## src/rtl/ccff_chain_loader.sv

```systemverilog
// Configuration-chain write driver: serializes host words MSB-first onto ccff_head, gating
// ccff_shift_en so exactly CHAIN_LEN bits enter the chain. Optional readback check: CCFF_CHAIN_VERIFY_EN.
module ccff_chain_loader #(
   parameter int CHAIN_LEN = 512,
   parameter int DATA_W    = 8
) (
   input  logic              prog_clk,
   input  logic              prog_reset,
   input  logic              start,
   input  logic [DATA_W-1:0] data_in,
   input  logic              data_valid,
   output logic              data_ready,
   output logic              ccff_head,
   output logic              ccff_shift_en,
   input  logic              ccff_tail,
   output logic              busy,
   output logic              done,
   output logic              err
);

   localparam int CW = $clog2(CHAIN_LEN + 1);
   localparam int HW = $clog2(DATA_W + 1);

   typedef enum logic [1:0] {IDLE, LOAD, VERIFY, FIN} state_t;

   state_t            state_q, state_d;
   logic [CW-1:0]     cnt_q, cnt_d;
   logic [DATA_W-1:0] sr_q, sr_d;
   logic [HW-1:0]     held_q, held_d;
   logic              head_q, head_d;

   logic          active, shift, xfer;
   logic [CW-1:0] cnt_after;

   assign active    = (state_q == LOAD) || (state_q == VERIFY);
   assign shift     = active && (held_q != '0) && (cnt_q != '0);
   assign cnt_after = shift ? cnt_q - CW'(1) : cnt_q;
   // Refill only when the register drains this cycle and the chain still wants more bits than it holds.
   assign data_ready = active && ((held_q == '0) || (held_q == HW'(1))) && (int'(cnt_q) > int'(held_q));
   assign xfer       = data_ready && data_valid;

   assign busy          = active;
   assign done          = (state_q == FIN);
   assign ccff_shift_en = shift;
   assign ccff_head     = shift ? sr_q[DATA_W-1] : head_q;

`ifdef CCFF_CHAIN_VERIFY_EN
   logic err_q, err_d;
   assign err = err_q;
`else
   logic unused_tail;
   assign unused_tail = ccff_tail;
   assign err = 1'b0;
`endif

   always_comb begin
      state_d = state_q;
      cnt_d   = cnt_q;
      sr_d    = sr_q;
      held_d  = held_q;
      head_d  = head_q;
`ifdef CCFF_CHAIN_VERIFY_EN
      err_d   = err_q;
`endif
      case (state_q)
         IDLE: begin
            if (start) begin
               state_d = LOAD;
               cnt_d   = CW'(CHAIN_LEN);
               held_d  = '0;
`ifdef CCFF_CHAIN_VERIFY_EN
               err_d   = 1'b0;
`endif
            end
         end
         LOAD, VERIFY: begin
            if (shift) begin
               sr_d   = sr_q << 1;
               held_d = held_q - HW'(1);
               cnt_d  = cnt_q - CW'(1);
               head_d = sr_q[DATA_W-1];
`ifdef CCFF_CHAIN_VERIFY_EN
               if (state_q == VERIFY && ccff_tail != sr_q[DATA_W-1]) err_d = 1'b1;
`endif
            end
            // Final word: hold only the bits still owed; the low bits fall away.
            if (xfer) begin
               sr_d   = data_in;
               held_d = (int'(cnt_after) >= DATA_W) ? HW'(DATA_W) : HW'(cnt_after);
            end
            if (shift && cnt_q == CW'(1)) begin
               held_d = '0;
`ifdef CCFF_CHAIN_VERIFY_EN
               if (state_q == LOAD) begin
                  state_d = VERIFY;
                  cnt_d   = CW'(CHAIN_LEN);
               end else begin
                  state_d = FIN;
               end
`else
               state_d = FIN;
`endif
            end
         end
         FIN:     state_d = IDLE;
         default: state_d = IDLE;
      endcase
   end

   always_ff @(posedge prog_clk or posedge prog_reset) begin
      if (prog_reset) begin
         state_q <= IDLE;
         cnt_q   <= '0;
         sr_q    <= '0;
         held_q  <= '0;
         head_q  <= 1'b0;
`ifdef CCFF_CHAIN_VERIFY_EN
         err_q   <= 1'b0;
`endif
      end else begin
         state_q <= state_d;
         cnt_q   <= cnt_d;
         sr_q    <= sr_d;
         held_q  <= held_d;
         head_q  <= head_d;
`ifdef CCFF_CHAIN_VERIFY_EN
         err_q   <= err_d;
`endif
      end
   end

endmodule

```

## config.mk

```make
export PLATFORM = sky130hd
export DESIGN_NAME = ccff_chain_loader
export DESIGN_NICKNAME = d
export VERILOG_FILES = /design/src/rtl/ccff_chain_loader.sv
export SDC_FILE = /design/constraint.sdc
export NUM_CORES = 1
export LEC_CHECK = 0
export ABC_AREA = 1
export CORE_UTILIZATION = 40
export CTS_CLUSTER_DIAMETER = 80
export DETAILED_ROUTE_END_ITERATION = 16
export SLEW_MARGIN = 10
export SYNTH_ARGS = -nofsm -noshare
export SYNTH_HDL_FRONTEND = slang
export SYNTH_SLANG_ARGS = --single-unit
```

## constraint.sdc

```tcl
create_clock -name prog_clk -period 5.3 [get_ports prog_clk]
set_input_delay 0.795 -clock prog_clk [delete_from_list [all_inputs] [get_ports prog_clk]]
set_output_delay 0.795 -clock prog_clk [all_outputs]
set_load 0.005 [all_outputs]
```

==> metrics.cfg <==
[status]
status=finished, final reports clean

[global_route]
grt_max_degree=26
antenna_found_initial=0
grt_pass1_vias=1491
track_usage_pct=17.12
overflow=0
grt_pass1_wl_mm=6.803

[cells_and_area]
finish.net_count=292
areaGrowthSynthToFinish_pct=10.81
antennaDiodeCount=0
final_cell_count_no_fill=318
drive_above_1_share_pct=12.78
final_cell_area_um2=2116

[sta]
layout_min_cycle_time_ns=3.159
min_period_over_period_pct=59.60
skew_ns=0.001324
tightest_slew_ns=1.063
maxSlewViolCount=0
finalSetupTns_ns=0
fmax_mhz=316.6
setup_viol=0
slew-limit-headroom_pct=29.15
rsz0062_at_grt=no
hold_ws_ns=0.4873
final-hold-violation-count=0

[power_and_ir_drop]
leakage_nw=1.072
peakVddDrop_v=0.0003225
p_total_mw=1.529
power.density_nw_per_um2=722.8

[setup_path]
cp_slowest_cell=clkdlybuf4s50_1
crit_chain=inv_1, ha_1, nand2_4, nor2_8, nand2_4, nand2_4, nand2_1, nand2_1, clkdlybuf4s50_1
critPathTopFamily=buffers and inverters
crit_top_cell=nand2_4
critPathMaxStageDelay_ns=0.49
cp_num_buf_inv=2
worst-path-max-fanout=11
crit_arrival_ns=2.36
crit_type=reg2out
cp-end-kind=output pin
startpoint_type=register
cp.required_ns=4.51

[route]
drt-vias-per-instance=4.862
wl_per_cell_um=12.14
drcViolationCount=0
first_pass_iters=10
wl_mm=3.861
num_vias=1546
drt_iter0_markers=83
ant_nets=0

[synthesis]
synthTopCellsByCount=nand2_1 (74), inv_1 (31), dfrtp_1 (25)
syn_avg_cell_area_um2=7.577
synth_edf_count=0
yosys.cell_count.top_type=nand2_1
synth_nets=277
async_reset_ff_share_pct=100.0
ys.flop_type=dfrtp_1
ys_warn_count=0
syn_area_um2=1909
ys_seq_elements=25
syn_inst=252
yosysTopAreaCell=dfrtp_1
ys_seq_area_share_pct=32.77
synth.distinct_cells=33
synth_top_cell_area_share_pct=32.77
synth_area_leaders=dfrtp_1 (33%), nand2_1 (15%), ha_1 (7.9%), inv_1 (6.1%), nor2_1 (4.3%)

[die]
dieWidth_um=71.09
start_util_pct=42.67
die_h_um=71.09
fp.coreArea_um2=4474
rows=24
ios=19
die-area_um2=5054

[clocking]
clock_latency_ns=0.28
cts_resized=0
cts.htree.levels=1
holdBufCountCts=0
clk_transition_reported_paths_ns=0.09
clock-sinks=25
cts_setup_buffers=0
clock_path_buffers=2
cts_buffers=3
clockRootBuffer=clkbuf_8
cts_tree=yes

[flow_run]
cap_violations=0

[placement]
dp_hpwl_mm=2.866
place.gp.congestion=0.8483
io_buffers=16
dpl_cell_area_um2=2069
dp.cells=314

[worst_hold_path]
hp-class=reg2reg

-- worst paths after layout --
path                                   startpoint                     to  slack (ns)  cells past startpoint
hold reg to reg                head_q$_DFFE_PP0N_     head_q$_DFFE_PP0N_        0.49                      2
setup reg to reg           state_q[0]$_DFFE_PP0P_  held_q[3]$_DFFE_PP0P_        2.86                      9
hold / removal                 head_q$_DFFE_PP0N_     head_q$_DFFE_PP0N_        0.49                      2
min in group asynchronous              prog_reset    sr_q[7]$_DFFE_PP0P_        1.04                      2
max in group asynchronous              prog_reset    sr_q[6]$_DFFE_PP0P_        3.66                      2
setup / recovery             cnt_q[0]$_DFFE_PP0P_              ccff_head        2.14                      9
-- stage by stage --
step	setup slack, ns	utilization (%)
after global placement	2.255	46.25
after floorplan	3.124	-
after CTS	2.105	47.29
after detailed placement	2.271	46.25
final	2.141	47.29
after global routing	1.960	47.29
-- kinds of logic after synthesis --
group,count (synthesis),synth area share [%]
simple gates,134,34.93
buf+inv,40,10.09
compound gates,32,10.48
flops,25,32.77
fa+ha+maj,12,7.863
xor+xnor,8,3.670
other cells,1,0.1964
-- state kept, by name (all words and copies together) (netlist names) --
name / cells
cnt_q: 10
sr_q: 8
held_q: 4
state_q: 2
head_q: 1
-- worst register-to-register path: stages (launching register included) --
cell and delay (ns):
dfrtp_1 0.40, inv_1 0.06, ha_1 0.37, inv_1 0.13, nor3_1 0.43, nand4_4 0.31
nand2_4 0.28, o21ai_1 0.17, nand2_1 0.14, nand2_1 0.06
-- final cells by class --
type / count / area (µm²)
Clock buffer: 3 / 41.29
Tap cell: 52 / 65.06
Fill cell: 439 / 2359
Clock inverter: 1 / 5.005
Timing Repair Buffer: 16 / 160.2
Multi-Input combinational cell: 187 / 1091
Sequential cell: 25 / 625.6
Inverter: 34 / 127.6
-- placed cells by master, fill, tap and decap left out, types with 7 or more instances in the layout --
cell type | netlist | layout
ha_1 | 12 | 12
inv_1 | 31 | 31
o22ai_1 | 7 | 7
nand3_1 | 11 | 11
o21ai_0 | 9 | 9
dfrtp_1 | 25 | 25
nand2_2 | 8 | 8
nor2_1 | 22 | 22
clkdlybuf4s50_1 | 0 | 16
xor2_1 | 7 | 7
nand2_1 | 74 | 74
-- power by group --
part / switching, mW / leakage [nW] / internal, mW / total (mW)
logic: 0.680 / 0.737 / 0.394 / 1.07
clock network: 0.0682 / 0.0255 / 0.0528 / 0.121
registers: 0.0626 / 0.309 / 0.271 / 0.334
-- per-layer routing --
metal,GRT usage [%],routed length (µm)
met1,25.31,2089
met5,0,0
met2,25.85,1632
met3,2.564,97
met4,5.111,41
Note: power is estimated with default switching activity, not from simulation.
